### src/rtl/inversor_pkg.sv
// inversor_pkg
// Shared definitions for the inversor_pipeline slice: the per-word transform
// selector carried on in_mode.
package inversor_pkg;

    // Transform applied to a word as it enters the pipeline
    typedef enum logic [1:0] {
        MODE_PASS = 2'b00,
        MODE_INV  = 2'b01,
        MODE_XOR  = 2'b10,
        MODE_NEG  = 2'b11
    } mode_t;

    localparam int MODE_W = 2;

endpackage

### src/rtl/inversor_pipeline_pipe_stage.sv
// pipe_stage
// One register slot of the elastic pipeline: a valid flag plus a data word.
// Ports:
//   clk, reset  - clock and synchronous active-high reset
//   load        - stage takes a new {valid, data} from upstream this edge
//   prev_valid  - upstream valid (producer valid for the first stage)
//   prev_data   - upstream data word
//   valid, data - registered contents of this stage
module pipe_stage
    import inversor_pkg::*;
#(
    parameter int WIDTH = 4
) (
    input  logic             clk,
    input  logic             reset,
    input  logic             load,
    input  logic             prev_valid,
    input  logic [WIDTH-1:0] prev_data,
    output logic             valid,
    output logic [WIDTH-1:0] data
);

    // Data is only overwritten when a real word arrives, so an empty stage
    // keeps its old value and a bubble never disturbs a held output word.
    always_ff @(posedge clk) begin
        if (reset) begin
            valid <= 1'b0;
            data  <= '0;
        end else if (load) begin
            valid <= prev_valid;
            if (prev_valid) begin
                data <= prev_data;
            end
        end
    end

endmodule

### src/rtl/inversor_pipeline.sv
// inversor_pipeline
// Registered, elastic replacement for the combinational inverter. Each
// accepted word is transformed (pass / invert / XOR mask / negate) and then
// travels through STAGES register slots with valid/ready flow control.
// Ports:
//   clk, reset           - clock and synchronous active-high reset
//   in_valid/in_ready    - producer handshake
//   in_data, in_mode     - word and its transform selector
//   mask                 - XOR mask used when in_mode selects MODE_XOR
//   out_valid/out_ready  - consumer handshake
//   out_data             - transformed word from the last stage
//   count_clr            - synchronous clear of out_count
//   out_count            - completed output transfers, wrapping
module inversor_pipeline
    import inversor_pkg::*;
#(
    parameter int WIDTH  = 4,
    parameter int STAGES = 2,
    parameter int CNT_W  = 16
) (
    input  logic             clk,
    input  logic             reset,
    input  logic             in_valid,
    output logic             in_ready,
    input  logic [WIDTH-1:0] in_data,
    input  logic [1:0]       in_mode,
    input  logic [WIDTH-1:0] mask,
    output logic             out_valid,
    input  logic             out_ready,
    output logic [WIDTH-1:0] out_data,
    input  logic             count_clr,
    output logic [CNT_W-1:0] out_count
);

    function automatic logic [WIDTH-1:0] apply_mode(
        input logic [WIDTH-1:0] a,
        input mode_t            mode,
        input logic [WIDTH-1:0] m
    );
        logic [WIDTH-1:0] y;
        case (mode)
            MODE_PASS: y = a;
            MODE_INV:  y = ~a;
            MODE_XOR:  y = a ^ m;
            MODE_NEG:  y = ~a + WIDTH'(1);
            default:   y = a;
        endcase
        return y;
    endfunction

    logic [WIDTH-1:0] xform_data;
    logic [STAGES-1:0] stage_valid;
    logic [WIDTH-1:0] stage_data [STAGES];
    logic [STAGES:0]   ready_chain;
    logic              out_xfer;

    assign xform_data = apply_mode(in_data, mode_t'(in_mode), mask);

    // Ready ripples backwards from the consumer: a stage can load when it is
    // empty or when the stage after it is loading too, so a full pipeline
    // still moves one word per cycle while out_ready is high.
    always_comb begin
        ready_chain         = '0;
        ready_chain[STAGES] = out_ready;
        for (int k = STAGES - 1; k >= 0; k--) begin
            ready_chain[k] = !stage_valid[k] || ready_chain[k+1];
        end
    end

    for (genvar k = 0; k < STAGES; k++) begin : g_stage
        logic             up_valid;
        logic [WIDTH-1:0] up_data;

        if (k == 0) begin : g_first
            assign up_valid = in_valid;
            assign up_data  = xform_data;
        end else begin : g_rest
            assign up_valid = stage_valid[k-1];
            assign up_data  = stage_data[k-1];
        end

        pipe_stage #(
            .WIDTH (WIDTH)
        ) u_stage (
            .clk        (clk),
            .reset      (reset),
            .load       (ready_chain[k]),
            .prev_valid (up_valid),
            .prev_data  (up_data),
            .valid      (stage_valid[k]),
            .data       (stage_data[k])
        );
    end

    assign in_ready  = ready_chain[0];
    assign out_valid = stage_valid[STAGES-1];
    assign out_data  = stage_data[STAGES-1];
    assign out_xfer  = out_valid && out_ready;

    // A clear beats a coinciding transfer, which is then not counted
    always_ff @(posedge clk) begin
        if (reset || count_clr) begin
            out_count <= '0;
        end else if (out_xfer) begin
            out_count <= out_count + CNT_W'(1);
        end
    end

endmodule

### config.mk
export PLATFORM = sky130hd
export DESIGN_NAME = inversor_pipeline
export DESIGN_NICKNAME = d
export VERILOG_FILES = /design/src/rtl/inversor_pkg.sv /design/src/rtl/inversor_pipeline_pipe_stage.sv /design/src/rtl/inversor_pipeline.sv
export SDC_FILE = /design/constraint.sdc
export NUM_CORES = 1
export LEC_CHECK = 0
export CAP_MARGIN = 20
export CORE_MARGIN = 5
export CORE_UTILIZATION = 25
export DETAILED_ROUTE_END_ITERATION = 10
export PLACE_DENSITY = 0.54
export SLEW_MARGIN = 10
export SYNTH_ARGS = -nofsm -noshare
export SYNTH_HDL_FRONTEND = slang
export SYNTH_SLANG_ARGS = --single-unit
### constraint.sdc
create_clock -name clk -period 3.6 [get_ports clk]
set_input_delay 0.72 -clock clk [delete_from_list [all_inputs] [get_ports clk]]
set_output_delay 0.72 -clock clk [all_outputs]
set_load 0.02 [all_outputs]
### After elaboration in Yosys (flattened, before gate mapping)

Cells that the tools add are included.

* flip-flop bits (word level): 26
* memories kept: 0
* latch bits: 0
* bits in read-only memories: 0
* input bits: 15
* memory bits (writable): 0
* word-level logic and storage cells: 22
* output and inout bits: 22

* eq/ne operators: 3
* shift-type cells: 0
* reduce and logical (&&, ||, !) cells: 9
* multiply operators: 0
* muxes and demuxes: 1
* div/mod/pow operators: 0
* order comparisons: 0
* bitwise operators: 2
* $add $sub $neg: 2

Operators by type and width (number)
* $add 16x1->16 const B: 1
* $pmux 4 s4: 1
* $add 4x1->4 const B: 1
* $eq 2x2->1 const B: 2
* $not 4->4: 1
* $reduce_and 2->1: 2
* $xor 4x4->4: 1
* $logic_or 1x1->1: 3
* $eq 2x1->1 const B: 1
* $logic_not 1->1: 2
* $logic_not 2->1: 1
* $logic_and 1x1->1: 1

### Depth between registers and ports, before layout

Gate-level depths: netlist of the first run.

* depth in word-level cells: 4
* depth in mapped cells: 6
* mapped depth without buffers: 6

### Modules after synthesis

From an unflattened synthesis of the first run, not the netlist that was laid out.

* cell total of the unflattened synthesis: 151
* area, all modules: 1320.0 um^2

By module, submodules not included
* inversor_pipeline: sequential area each 320.3 um^2, area an instance 899.6 um^2, cells each 109, times used 1
* pipe_stage: sequential area each 100.1 um^2, area an instance 210.2 um^2, cells each 21, times used 2

### Worst setup path before layout of the first run

Ideal clock, no wire load.

* path kind: input to register
* start point: in out_ready
* end point: reg g_stage[0].u_stage.data[3]
* path buffers: 1
* arrival: 1850 ps
* required time: 3478 ps
* stages on the path: 5
* path slack: 1628 ps
* library setup time: 122 ps
* cells stage by stage: buf_4 nand3b_1 nand2_1 nor3b_1 a221o_1

* longest elaborated chain between the ends: 3

RTL lines
* start, declared: RTL line inversor_pipeline.sv:29 `input logic out_ready,`
* $logic_or 1x1->1 (2 in a row): RTL line inversor_pipeline.sv:66 `ready_chain[k] = !stage_valid[k] || ready_chain[k+1];`
* net in_ready: RTL line inversor_pipeline.sv:24 `output logic in_ready,`
* $reduce_and 2->1 (no source line)
* end signal, assigned: RTL line inversor_pipeline_pipe_stage.sv:32 `data <= prev_data;`
* end, declared: RTL line inversor_pipeline_pipe_stage.sv:20 `output logic [WIDTH-1:0] data`

The timed path passes the listed nets, and every way through them passes these cells.
A chain may end at the register's enable or synchronous reset.

### Worst setup path after layout of the first run

* start point: in out_ready
* end point: out in_ready

* longest elaborated chain between the ends: 2

RTL lines (RTL line)
* $logic_or 1x1->1 (2 in a row): inversor_pipeline.sv:66
* end, declared: inversor_pipeline.sv:24

No other way between the ends.

==> flow_metrics.py, run 1 <==
metrics = {
    "floorplanning": {
        "coreArea_mm2": 0.00482,
        "io_pins": 37,
        "dieArea_mm2": 0.00655,
        "initial_core_util_pct": 26.1,
        "die_w_um": 81.0,
        "num_rows": 25,
        "die_h_um": 81.0,
    },
    "logic_synthesis": {
        "ys_types": 37,
        "ys_seq_area_share_pct": 41.4,
        "synth_area_leaders": "dfxtp_1 41%, xnor2_1 6.3%, nor2_1 5.7%, a21oi_1 4.0%, mux2i_1 3.2%",
        "syn-num-nets": 162,
        "yosys_warnings": 0,
        "syn_inst": 145,
        "ys_ff_latch": 26,
        "syn_area_per_cell_um2": 8.68,
        "netlist_area_mm2": 0.00126,
        "yosysTopAreaCellShare_pct": 41.4,
        "yosys.area.top_type": "dfxtp_1",
        "dominantRegCellSynth": "dfxtp_1",
        "async_flop_share_pct": 0,
        "synth_edf_count": 0,
    },
    "final_layout": {
        "num_antenna_cells": 0,
        "areaGrowthSynthToFinish_pct": 37.2,
        "final_layout_size_suffix_gt1_share_pct": 6.15,
        "nNetsFinal": 197,
        "utilization_pct": 35.8,
    },
    "flow_run": {
        "cap_violations": 0,
    },
    "timing": {
        "setup-tns-final_ps": 0,
        "worstMarginPinSlew_ps": 497,
        "rsz0062_at_grt": "false",
        "relSlewSlack_pct": 66.7,
        "fin_skew_ps": 2.57,
        "hold_viol": 0,
        "finalCritPeriodShare_pct": 82.4,
        "setup_viol": 0,
        "drv_slew": 0,
        "fmax_mhz": 337,
        "period_needed_ps": 2970,
    },
    "power_and_ir_drop": {
        "p_sw_share_pct": 21.8,
        "combinationalPowerShare_pct": 10.6,
        "p_int_mw": 0.422,
        "power_frac_seq_pct": 55.3,
        "power_density_mw_per_mm2": 313,
        "p_sw_mw": 0.118,
        "ir_drop_mv": 0.123,
        "p_leak_nw": 0.605,
        "clock_power_share_pct": 34.1,
    },
    "route": {
        "via_count": 1089,
        "wl_per_cell_um": 10.7,
        "via_per_inst": 4.43,
        "drc": 0,
        "postRouteAntennaNets": 0,
        "wirelength_mm": 2.63,
        "dr.pass1.iters": 3,
        "dr.first_iter.drc_count": 46,
    },
    "placement": {
        "place_congestion": 0.675,
        "port-buffer-count": 36,
        "dp_hpwl_mm": 2.06,
    },
    "cts": {
        "cts_buffer_depth": 2,
        "ctsRootBufferMaster": "clkbuf_8",
        "clk_pin_slew_ps": 90,
        "cts_buffers": 3,
        "clock-sinks": 26,
        "holdBufCountCts": 0,
        "clock_latency_ps": 260,
        "cts_tree": "done",
        "cts_resized": 0,
        "post-cts-setup-buffers": 0,
        "h-tree-depth": 1,
    },
    "hold_path": {
        "hold_class": "register to register",
    },
    "global_routing": {
        "antenna_found_initial": 0,
        "grt_max_degree": 18,
        "gr-total-overflow": 0,
        "track_usage_pct": 8.22,
        "grt_pass1_wl_mm": 4.32,
        "grt_pass1_vias": 968,
    },
    "critical_path": {
        "arrival_ps": 2250,
        "critical_path_class": "input pin to output pin",
        "crit_required_ps": 2880,
        "worstSetupEndpointType": "output pin",
        "start_kind": "input pin",
        "cp_max_fo": 8,
    },
    "status": {
        "outcome": "completed",
    },
}
-- path summary, 6_finish.rpt --
check	end	startpoint	cells past startpoint	slack, ps
worst max register to register	out_count[15]	g_stage[1].u_stage.valid	4	2030
worst min-delay path	g_stage[0].u_stage.data[1]	g_stage[0].u_stage.data[1]	2	450
worst max-delay path	in_ready	out_ready	3	630
worst min register to register	g_stage[0].u_stage.data[1]	g_stage[0].u_stage.data[1]	2	450
-- flip-flops by register name (all words and copies together), names as in the netlist --
register,cells
g_stage.u_stage.valid,2
g_stage.u_stage.data,8
out_count,16
-- area by class of cell --
cell class / instances / area [um2]
fillers: 535 / 3090
multi-input cells: 104 / 673
flip-flops and latches: 26 / 520
repair buffers: 36 / 360
well taps: 67 / 83.8
clock buffers: 4 / 55.1
inverters: 9 / 33.8
-- per-layer routing --
layer,GRT usage [%],vias up,part of all wire [%]
li1,-,574,-
met1,10.2,487,46
met2,13.4,26,45
met3,3.10,2,8.7
met4,2.03,0,0.49
met5,0,-,0
-- synthesized netlist by cell type (2+ instances only) --
cell	count
inv_1	9
nand4_1	4
nor4_1	2
nor3_1	3
mux2i_1	4
xnor2_1	9
nor2b_1	3
clkbuf_1	3
o31ai_1	2
ha_1	2
nand3b_1	3
xor2_1	4
dfxtp_1	26
buf_4	2
nand2_1	10
or3_1	2
nand4_2	2
nand3_1	6
a21oi_1	10
nor2_1	19
o21ai_0	4
-- worst max-delay path, stage by stage --
cell and delay [ps]:
clkdlybuf4s50_1 610, nand3b_1 260, clkdlybuf4s50_1 660
-- per-stage QoR --
step | hold slack (ps) | std cells | setup slack [ps] | cell area (um2) | power (mW)
2_1_floorplan | 431 | 145 | 1630 | 1260 | 0.337
3_3_place_gp | 442 | 242 | 646 | 1670 | 0.363
3_5_place_dp | 448 | 242 | 632 | 1670 | 0.364
4_1_cts | 460 | 246 | 623 | 1730 | 0.552
5_1_grt | 494 | 246 | 551 | 1730 | 0.567
6_report | 454 | 246 | 634 | 1730 | 0.540
-- cell usage in the layout, fill, tap and decap left out, drive strengths merged, types with 2 or more instances in the layout --
| master | Yosys | routed |
|---|---|---|
| a21oi | 10 | 10 |
| clkbuf | 3 | 4 |
| clkdlybuf4s50 | 0 | 36 |
| dfxtp | 26 | 26 |
| ha | 2 | 2 |
| inv | 9 | 9 |
| mux2i | 4 | 4 |
| nand2 | 10 | 10 |
| nand3 | 6 | 6 |
| nand3b | 3 | 3 |
| nand4 | 6 | 6 |
| nor2 | 19 | 19 |
| nor2b | 3 | 3 |
| nor3 | 3 | 3 |
| nor4 | 4 | 4 |
| o21ai | 5 | 5 |
| o31ai | 2 | 2 |
| or3 | 2 | 2 |
| xnor2 | 9 | 9 |
| xor2 | 4 | 4 |
-- power groups by stage --
stage,sequential [mW],combinational [mW],clock (mW)
global placement,0.305,0.0582,0
detailed placement,0.305,0.0583,0
CTS,0.299,0.0584,0.195
floorplan,0.306,0.0311,0
finish,0.298,0.0572,0.184
global route,0.300,0.0635,0.204
-- kinds of logic after synthesis --
family                   count (synthesis)  synth area share, %
AO/OA/AOI/OAI                           24                 11.8
XOR/XNOR                                13                 9.05
adder cells (fa/ha/maj)                  2                 1.99
buffers and inverters                   15                 5.17
flip-flops                              26                 41.4
multiplexers                             5                 4.08
AND/OR/NAND/NOR                         60                 26.5
No activity file was read; power rests on OpenSTA's default activity.
==> run 2: changes to the inputs <==
==> constraint.sdc (replaced) <==
create_clock -name clk -period 3.1 [get_ports clk]
set_input_delay 0.62 -clock clk [delete_from_list [all_inputs] [get_ports clk]]
set_output_delay 0.62 -clock clk [all_outputs]
set_load 0.02 [all_outputs]
==> flow_metrics.py, run 2 (synthesis gave the netlist of run 1 again) <==
metrics = {
    "cts": {
        "clock_latency_ps": 270,
        "clock-sinks": 26,
        "holdBufCountCts": 0,
        "cts_buffers": 3,
        "post-cts-setup-buffers": 0,
        "cts_resized": 0,
        "clk_pin_slew_ps": 90,
        "h-tree-depth": 1,
        "ctsRootBufferMaster": "clkbuf_8",
        "cts_buffer_depth": 2,
        "cts_tree": "done",
    },
    "timing": {
        "relSlewSlack_pct": 67.1,
        "rsz0062_at_grt": "false",
        "drv_slew": 0,
        "finalCritPeriodShare_pct": 83.7,
        "worstMarginPinSlew_ps": 491,
        "setup_viol": 0,
        "fmax_mhz": 385,
        "setup-tns-final_ps": 0,
        "fin_skew_ps": 4.82,
        "period_needed_ps": 2600,
        "hold_viol": 0,
    },
    "power_and_ir_drop": {
        "p_leak_nw": 0.610,
        "power_density_mw_per_mm2": 366,
        "p_total_mw": 0.634,
        "ir_drop_mv": 0.141,
    },
    "critical_path": {
        "critical_path_class": "input pin to output pin",
        "crit_required_ps": 2480,
        "cpMostUsedCell": "clkdlybuf4s50_1",
        "crit_family": "buffers and inverters",
        "start_kind": "input pin",
        "critPathSlowestCell": "clkdlybuf4s50_1",
        "worstPathCellList": "clkdlybuf4s50_1 -> nand3b_1 -> clkdlybuf4s50_1",
        "cp_max_fo": 6,
        "cp_num_buf_inv": 2,
        "arrival_ps": 1980,
        "worstSetupEndpointType": "output pin",
        "max_stage_delay_ps": 660,
    },
    "final_layout": {
        "final_layout_size_suffix_gt1_share_pct": 6.67,
        "num_antenna_cells": 0,
        "largestRegisters": "out_count (16), g_stage.u_stage.data (8), g_stage.u_stage.valid (2)",
        "nNetsFinal": 198,
        "layout_common_cells": "36 x clkdlybuf4s50_1, 26 x dfxtp_1, 19 x nor2_1",
        "regMostFlops": "out_count",
        "instances_no_fill": 247,
        "mostFrequentLayoutCell": "clkdlybuf4s50_1",
        "areaGrowthSynthToFinish_pct": 37.8,
        "largest_reg_flops": 16,
    },
    "global_routing": {
        "antenna_found_initial": 0,
        "gr-total-overflow": 0,
        "grt_max_degree": 18,
        "grt_pass1_wl_mm": 4.62,
        "grt_pass1_vias": 1045,
        "track_usage_pct": 8.91,
    },
    "status": {
        "outcome": "completed",
    },
    "route": {
        "dr.pass1.iters": 4,
        "wl_per_cell_um": 11.1,
        "wirelength_mm": 2.75,
        "postRouteAntennaNets": 0,
        "drc": 0,
        "dr.first_iter.drc_count": 39,
        "via_per_inst": 4.60,
        "via_count": 1135,
    },
    "floorplanning": {
        "initial_core_util_pct": 26.1,
        "die_w_um": 81.0,
        "num_rows": 25,
        "dieArea_mm2": 0.00655,
        "io_pins": 37,
        "die_h_um": 81.0,
        "coreArea_mm2": 0.00482,
    },
    "placement": {
        "dp_hpwl_mm": 2.14,
        "placedCellCount": 243,
        "port-buffer-count": 36,
        "place_congestion": 0.716,
    },
    "flow_run": {
        "cap_violations": 0,
    },
    "hold_path": {
        "hold_class": "register to register",
    },
}
## run 2: changes by cell type in the layout (fill, tap and decap cells not counted)
cell and change:
buf_4 +1
## run 2: layout make-up
cell class              count  area [um2]
flip-flops and latches     26         520
repair buffers             37         368
multi-input cells         104         673
well taps                  67        83.8
inverters                   9        33.8
clock buffers               4        55.1
fillers                   504        3080
## run 2: layer usage
| layer | GRT usage (%) | up-vias | routed length (um) |
|---|---|---|---|
| met5 | 0 | - | 0 |
| met4 | 2.03 | 0 | 19 |
| met3 | 3.55 | 2 | 247 |
| met2 | 15.4 | 32 | 1290 |
| met1 | 10.3 | 524 | 1190 |
| li1 | - | 577 | - |
## run 2: power breakdown
group | leakage (nW) | switching [mW] | internal (mW)
logic | 0.370 | 0.0315 | 0.0366
registers | 0.211 | 0.00530 | 0.341
clock network | 0.0288 | 0.106 | 0.114
## run 2: worst register-to-register path, cell delays in order (launching register included)
cell and delay (ps):
dfxtp_1 500, nand4_2 300, nor4_4 410, a31o_2 190
a21oi_1 50
## run 2: path summary, 6_finish.rpt
kind / startpoint / endpoint / slack [ps] / cells past startpoint
max: out_ready / in_ready / 500 / 3
min: g_stage[0].u_stage.data[1] / g_stage[0].u_stage.data[1] / 460 / 2
max reg2reg: g_stage[1].u_stage.valid / out_count[15] / 1530 / 4
min reg2reg: g_stage[0].u_stage.data[1] / g_stage[0].u_stage.data[1] / 460 / 2
## run 2: per-stage QoR
step           hold WS, ps  setup WS, ps  area, um2  util (%)
5_1_grt                480           432       1730      36.0
2_1_floorplan          431          1230       1260         -
3_5_place_dp           451           498       1680      34.9
4_1_cts                469           486       1730      36.0
3_3_place_gp           445           507       1680      34.9
6_report               462           504       1730      36.0
==> run 3: changes to the inputs <==
--- a/config.mk
+++ b/config.mk
@@ -9,7 +9,7 @@
 export CORE_MARGIN = 5
 export CORE_UTILIZATION = 25
 export DETAILED_ROUTE_END_ITERATION = 10
-export PLACE_DENSITY = 0.54
+export PLACE_DENSITY = 0.55
 export SLEW_MARGIN = 10
 export SYNTH_ARGS = -nofsm -noshare
 export SYNTH_HDL_FRONTEND = slang
==> constraint.sdc (replaced) <==
create_clock -name clk -period 2.3 [get_ports clk]
set_input_delay 0.46 -clock clk [delete_from_list [all_inputs] [get_ports clk]]
set_output_delay 0.46 -clock clk [all_outputs]
set_load 0.02 [all_outputs]
==> flow_metrics.py, run 3 (synthesis gave the netlist of run 1 again) <==
metrics = {
    "timing": {
        "drv_slew": 0,
        "finalCritPeriodShare_pct": 94.1,
        "setup_viol": 0,
        "rsz0062_at_grt": "false",
        "period_needed_ps": 2160,
        "fin_skew_ps": 4.20,
        "postLayoutSetupSlackWorst_ps": 135,
        "fmax_mhz": 462,
        "hold_viol": 0,
        "setup-tns-final_ps": 0,
        "relSlewSlack_pct": 67.1,
        "worstMarginPinSlew_ps": 488,
    },
    "placement": {
        "placedCellCount": 247,
        "dp_slack_ps": 136,
        "place_congestion": 0.762,
        "dp_hpwl_mm": 2.09,
        "port-buffer-count": 36,
    },
    "power_and_ir_drop": {
        "power_density_mw_per_mm2": 531,
        "ir_drop_mv": 0.305,
        "p_total_mw": 0.946,
        "p_leak_nw": 0.636,
    },
    "final_layout": {
        "regMostFlops": "out_count",
        "nNetsFinal": 202,
        "layout_common_cells": "36 x clkdlybuf4s50_1, 26 x dfxtp_1, 19 x nor2_1",
        "largest_reg_flops": 16,
        "final_layout_size_suffix_gt1_share_pct": 8.70,
        "areaGrowthSynthToFinish_pct": 41.5,
        "largestRegisters": "out_count (16), g_stage.u_stage.data (8), g_stage.u_stage.valid (2)",
        "mostFrequentLayoutCell": "clkdlybuf4s50_1",
        "instances_no_fill": 251,
        "num_antenna_cells": 0,
    },
    "hold_path": {
        "hold_end": "g_stage[0].u_stage.data[1]",
        "whs_path_depth": 2,
        "hp-start": "g_stage[0].u_stage.data[1]",
        "hold_class": "register to register",
    },
    "flow_run": {
        "cap_violations": 0,
    },
    "critical_path": {
        "rrSetupSlack_ps": 750,
        "start_kind": "input pin",
        "r2r-start": "g_stage[1].u_stage.valid",
        "crit_required_ps": 1840,
        "reg2reg_to": "out_count[15]",
        "critical_path_class": "input pin to output pin",
        "worstSetupEndpointType": "output pin",
        "rr_worst_depth": 4,
        "cp_max_fo": 2,
        "arrival_ps": 1700,
    },
    "route": {
        "wl_per_cell_um": 10.8,
        "drc": 0,
        "wirelength_mm": 2.70,
        "dr.pass1.iters": 4,
        "dr.first_iter.drc_count": 25,
        "postRouteAntennaNets": 0,
        "via_count": 1111,
        "via_per_inst": 4.43,
    },
    "cts": {
        "holdBufCountCts": 0,
        "cts_resized": 0,
        "clk_pin_slew_ps": 90,
        "clock-sinks": 26,
        "cts_buffers": 3,
        "cts_tree": "done",
        "ctsRootBufferMaster": "clkbuf_8",
        "post-cts-setup-buffers": 0,
        "h-tree-depth": 1,
        "cts_buffer_depth": 2,
        "clock_latency_ps": 280,
    },
    "floorplanning": {
        "coreArea_mm2": 0.00482,
        "dieArea_mm2": 0.00655,
        "initial_core_util_pct": 26.1,
        "num_rows": 25,
        "die_w_um": 81.0,
        "io_pins": 37,
        "die_h_um": 81.0,
    },
    "global_routing": {
        "grt_max_degree": 18,
        "grt_pass1_wl_mm": 4.62,
        "gr-total-overflow": 0,
        "track_usage_pct": 8.89,
        "grt_pass1_vias": 1031,
        "antenna_found_initial": 0,
    },
    "status": {
        "outcome": "completed",
    },
}
## run 3: cell types whose count changed in the layout (fill, tap and decap cells not counted)
cell       change
bufinv_16      +1
buf_4          +4
clkbuf_8       -1
## run 3: cell type report
cell class	instances	area, um2
fill	529	3040
tap	67	83.8
sequential	26	520
clock buffer	3	41.3
inverter	9	33.8
timing repair buffer	41	398
clock inverter	1	30.0
multi-input combinational	104	673
## run 3: power by group
| group | total [mW] | switching (mW) | internal (mW) |
|---|---|---|---|
| clock | 0.383 | 0.150 | 0.233 |
| sequential | 0.467 | 0.00693 | 0.460 |
| combinational | 0.0961 | 0.0431 | 0.0530 |
## run 3: worst max path at each step
stage	from	end	slack (ps)	cells past startpoint
after global routing	out_ready	in_ready	60	3
after global placement	out_ready	in_ready	120	3
after detailed placement	out_ready	in_ready	140	3
after CTS	out_ready	in_ready	120	3
after floorplan	out_ready	g_stage[0].u_stage.data[3]	590	5
final	out_ready	in_ready	140	3
## run 3: per-layer routing
| layer | track usage [%] | vias up | share of wire (%) |
|---|---|---|---|
| met1 | 10.7 | 489 | 44 |
| met3 | 3.88 | 7 | 9.3 |
| li1 | - | 584 | - |
| met4 | 2.53 | 0 | 1.4 |
| met5 | 0 | - | 0 |
| met2 | 14.3 | 31 | 45 |
## run 3: critical path, stage by stage
cell and delay, ps:
clkdlybuf4s50_1 470, nand3b_1 150, clkdlybuf4s50_1 620
## run 3: stage by stage
step / hold slack, ps / utilization (%) / cell area, um2
after floorplan: 431 / - / 1260
after detailed placement: 448 / 35.5 / 1710
after global placement: 443 / 35.5 / 1710
after CTS: 460 / 37.0 / 1780
after global routing: 479 / 37.0 / 1780
final: 454 / 37.0 / 1780
